[config.mk]
export PLATFORM = sky130hd
export DESIGN_NAME = leb128_ser_u32
export DESIGN_NICKNAME = d
export VERILOG_FILES = /design/src/rtl/leb128_ser_u32.sv
export SDC_FILE = /design/constraint.sdc
export NUM_CORES = 1
export LEC_CHECK = 0
export ABC_AREA = 1
export ABC_CLOCK_PERIOD_IN_PS = 2000
export BUFFER_PORTS_ARGS = -buffer_cell sky130_fd_sc_hd__buf_2
export CAP_MARGIN = 5
export CORE_MARGIN = 2
export CORE_UTILIZATION = 54
export CTS_BUF_LIST = sky130_fd_sc_hd__clkbuf_16
export CTS_CLUSTER_DIAMETER = 120
export CTS_CLUSTER_SIZE = 10
export DETAILED_ROUTE_END_ITERATION = 10
export PLACE_DENSITY_LB_ADDON = 0.1
export SLEW_MARGIN = 10
export SYNTH_ARGS = -nofsm -noshare
export SYNTH_HDL_FRONTEND = slang
export SYNTH_SLANG_ARGS = --single-unit
[constraint.sdc]
create_clock -name clk -period 2 [get_ports clk]
set_input_delay 0.4 -clock clk [delete_from_list [all_inputs] [get_ports clk]]
set_output_delay 0.4 -clock clk [all_outputs]
set_load 0.01 [all_outputs]
[src/rtl/leb128_ser_u32.sv]
// Serializes one packed LEB128 u32 word per input handshake into a valid/ready byte stream.
// Continuation bits are regenerated from the length; words stream back-to-back with no bubbles.
module leb128_ser_u32 #(
  parameter int unsigned CNT_W = 16
) (
  input  logic             clk,
  input  logic             reset_n,
  input  logic [7:0]       i0,
  input  logic [7:0]       i1,
  input  logic [7:0]       i2,
  input  logic [7:0]       i3,
  input  logic [7:0]       i4,
  input  logic [2:0]       ilen,
  input  logic             ivalid,
  output logic             iready,
  output logic [7:0]       odata,
  output logic             olast,
  output logic             ovalid,
  input  logic             oready,
  output logic             busy,
  output logic [CNT_W-1:0] wcount
);

  localparam int unsigned NBYTES = 5;
  localparam int unsigned IDX_W  = 3;
  localparam logic [IDX_W-1:0] MAX_IDX = IDX_W'(NBYTES - 1);

  typedef enum logic {
    IDLE = 1'b0,
    EMIT = 1'b1
  } state_t;

  state_t           state;
  logic [6:0]       b [NBYTES];
  logic [IDX_W-1:0] idx;
  logic [IDX_W-1:0] eidx;
  logic [6:0]       cur;
  logic             accept;
  logic             byte_hs;

  // Incoming glue bits are deliberately dropped; the continuation bit is rebuilt on output.
  logic unused_glue;
  assign unused_glue = ^{i0[7], i1[7], i2[7], i3[7], i4[7]};

  assign ovalid  = (state == EMIT);
  assign busy    = ovalid;
  assign olast   = ovalid && (idx == eidx);
  assign iready  = !ovalid || (olast && oready);
  assign accept  = ivalid && iready;
  assign byte_hs = ovalid && oready;

  // Current 7-bit group selected by the emit index.
  always_comb begin
    cur = '0;
    case (idx)
      3'd0:    cur = b[0];
      3'd1:    cur = b[1];
      3'd2:    cur = b[2];
      3'd3:    cur = b[3];
      3'd4:    cur = b[4];
      default: cur = '0;
    endcase
  end

  assign odata = ovalid ? {!olast, cur} : 8'h00;

  always_ff @(posedge clk or negedge reset_n) begin
    if (!reset_n) begin
      state  <= IDLE;
      idx    <= '0;
      eidx   <= '0;
      wcount <= '0;
      for (int k = 0; k < int'(NBYTES); k++) begin
        b[k] <= '0;
      end
    end else begin
      if (byte_hs && olast) begin
        wcount <= wcount + CNT_W'(1);
      end
      // A load on the last-byte handshake takes priority so the stream never bubbles.
      if (accept) begin
        state <= EMIT;
        idx   <= '0;
        eidx  <= (ilen > MAX_IDX) ? MAX_IDX : ilen;
        b[0]  <= i0[6:0];
        b[1]  <= i1[6:0];
        b[2]  <= i2[6:0];
        b[3]  <= i3[6:0];
        b[4]  <= i4[6:0];
      end else if (byte_hs) begin
        if (olast) begin
          state <= IDLE;
        end else begin
          idx <= idx + IDX_W'(1);
        end
      end
    end
  end

endmodule

==> impl_metrics.yaml <==
clocking:
  clock_path_buffers: 2
  numClockSinks: 58
  tritoncts: "done"
  clkSlewWorstSetupHoldPaths_ns: 0.05
  clkLatencyLatePin_ns: 0.33
  htree_num_levels: 3
  number_of_cts_inserted_buffers: 9
  cts-root-buf: "clkbuf_16"
power:
  clk_pwr_share_pct: 26.0
  p_int_w: 0.00400
  power_frac_seq_pct: 29.9
  vdd_ir_drop_max_uv: 964
  pwr-share-comb_pct: 44.1
  pwr_density_cell_nw_per_um2: 1630
  proportion_of_total_power_due_to_net_switching_pct: 39.6
  leakage_nw: 2.16
  power.switching_w: 0.00262
  totalPowerFinal_w: 0.00662
floorplanning:
  rows: 27
  fp.dieW_microns: 79.8
  io_pins: 75
  fp.dieArea_sq_um: 6360
  initial_utilization_pct: 56.0
  placeableCoreArea_sq_um: 5540
  chipHeight_microns: 79.8
logic_synthesis:
  synth_area_sq_um: 3100
  postSynthNetCount: 459
  syn_area_per_cell_sq_um: 7.64
  synth.lib_cells_used.distinct: 22
  synth.ff_latch_count: 58
  synth-seq-area-share_pct: 46.8
  yosysWarnings: 0
  gate_count_of_the_mapped_netlist: 406
timing:
  timing_hold_violations_final: 0
  worst-slew-pin-transition_ns: 0.413
  finalHoldWorstSlack_ns: 0.00193
  drv_slew: 0
  clock_skew_ns: 0.00477
  layout_worst_path_cycle_share_pct: 112
  slew-limit-headroom_pct: 72.5
  final_critical_path_setup_slack_ns: -0.231
  finalSetupViolCount: 10
  final.min_clock_period_ns: 2.23
  max_fclk_mhz: 448
  rsz_0062_raised_after_global_routing: "true"
route:
  drt-pass1-iter-count: 4
  route.detailed.drc: 0
  avgViaCountPerCell: 5.33
  routed_wirelength_microns: 7870
  final_antenna_net_count: 0
  route.detailed.wl_per_inst_microns: 13.9
  drt_iter0_drc: 253
  route.vias.total: 3013
job:
  max-cap-violations: 0
worst_setup_path:
  critical_path_required_ns: 1.60
  worstSetupEndpointType: "output pin"
  worst_ep_arrival_time_ns: 1.83
  path_class: "flip-flop to output pin"
  cp_max_fo: 7
  startpoint_type: "flip-flop"
status:
  failed_checks: "setup timing"
  status: "complete, but fails checks"
place:
  numPortBuffers: 69
  pre_cts_ws_ns: 0.0755
  gp_routability_congestion: 0.873
  detailed_place_hpwl_microns: 5370
global_routing:
  grt_max_degree: 40
  grt_pass1_wl_microns: 12700
  grt_overflow: 0
  antenna_found_initial: 0
  groute.usage.overall_pct: 26.4
  grt_pass1_vias: 2770
final_layout:
  final.fill_count: 430
  antenna-diode-count: 0
  final_layout_size_suffix_gt1_share_pct: 27.4
  layout.area.seq_sq_um: 1450
  multi_input_area_sq_um: 1560
  final_standard_cell_utilization_of_the_core_pct: 73.5
  finish.net_count: 541
  area_growth_from_synthesis_to_layout_pct: 31.3
worst_hold_path:
  hold_path_class: "input pin to async pin"
cell usage after synthesis:
cell type  count  area share (%)
nor2_1        25             3.0
nand3_4        1            0.57
nor2_2         1            0.20
ha_1           6             2.4
clkbuf_1       7            0.85
buf_4          4            0.97
xnor2_1        9             2.5
inv_1         18             2.2
nand3_2        1            0.32
inv_2          2            0.24
dfrtp_1       58              47
a21oi_1        8             1.3
nand2_1      185              22
o21ai_0        2            0.32
nor3_4         1            0.52
buf_6          2            0.73
buf_1          1            0.12
nand2_2        4            0.81
nand4_1       46             9.3
nand3_1       17             2.7
xor2_1         3            0.85
buf_2          5            0.81
stage by stage:
stage	TNS, ns	instance area [sq um]	instances
after floorplan	0	3100	406
after global placement	0	3550	541
after detailed placement	0	3550	541
after CTS	-0.790	3950	561
after global routing	-2.76	4070	565
final	-1.63	4070	565
layer usage:
| metal | vias to the layer above | global-route usage [%] | share of wire (%) |
|---|---|---|---|
| met3 | 11 | 5.88 | 6.0 |
| met1 | 1402 | 33.9 | 41 |
| li1 | 1490 | - | - |
| met4 | 0 | 11.2 | 1.5 |
| met2 | 110 | 43.1 | 51 |
| met5 | - | 0 | 0 |
final timing paths:
| kind | start | end | slack, ns | cells after the start |
|---|---|---|---|---|
| min in group clk | i4[1] | b[1]$_DFFE_PN0P_ | 0.32 | 3 |
| worst min-delay path | reset_n | wcount[6]$_DFFE_PN0P_ | 0.002 | 1 |
| max in group asynchronous | reset_n | b[23]$_DFFE_PN0P_ | 1.49 | 2 |
| worst min register to register | b[27]$_DFFE_PN0P_ | b[27]$_DFFE_PN0P_ | 0.47 | 2 |
| worst max-delay path | idx[1]$_DFFE_PN0P_ | odata[1] | -0.23 | 10 |
| worst max register to register | idx[1]$_DFFE_PN0P_ | eidx[1]$_DFFE_PN0P_ | 0.13 | 11 |
sequential cells by signal, indices dropped and copies added, names as in the netlist:
register  count
eidx          3
busy          1
idx           3
wcount       16
b            35
power by group through the flow:
stage	clock, W	combinational, W	sequential, W
3_5_place_dp	0	0.00247	0.00196
2_1_floorplan	0	0.00173	0.00189
6_report	0.00172	0.00292	0.00198
4_1_cts	0.00173	0.00259	0.00195
3_3_place_gp	0	0.00238	0.00195
5_1_grt	0.00179	0.00326	0.00204
cell families after synthesis:
group | after synthesis | synth area share [%]
compound gates | 10 | 1.61
simple gates | 281 | 39.9
flops | 58 | 46.8
buf+inv | 39 | 5.89
fa+ha+maj | 6 | 2.42
xor+xnor | 12 | 3.39
cell type report:
cell class / count / share of cell area, %
Multi-Input combinational cell: 309 / 38.3
Sequential cell: 58 / 35.7
Timing Repair Buffer: 90 / 13.7
Clock buffer: 9 / 5.53
Clock inverter: 7 / 2.67
Tap cell: 72 / 2.21
Inverter: 20 / 1.97
repair_timing:
| item | in CTS | in global routing |
|---|---|---|
| hold buffers | 0 | 0 |
| hold endpoints to repair | 0 | 0 |
| setup buffers | 4 | 4 |
| resized for setup | 12 | 25 |
| endpoints found under the setup margin | 8 | 10 |
| pin swaps | 5 | 9 |
layout by cell type (no fill, tap or decap), types with 3 or more instances in the layout:
cell	instances
nand2_1	178
buf_2	68
a21oi_2	3
xor2_1	3
buf_6	7
clkbuf_16	9
nand4_1	46
buf_4	13
a21oi_1	5
dfrtp_1	57
xnor2_1	9
inv_2	5
nand2_2	10
ha_4	3
inv_1	15
nor2_1	23
nand3_1	17
bufinv_16	3
worst max-delay path: stages, from the launching register on:
cell	delay, ns
dfrtp_1	0.43
inv_2	0.09
buf_6	0.13
ha_4	0.16
nand2_4	0.08
inv_6	0.05
nand2_1	0.05
nand4_1	0.16
a21oi_2	0.15
nor2_1	0.06
buf_2	0.14
No activity file was read; power rests on OpenSTA's default activity.
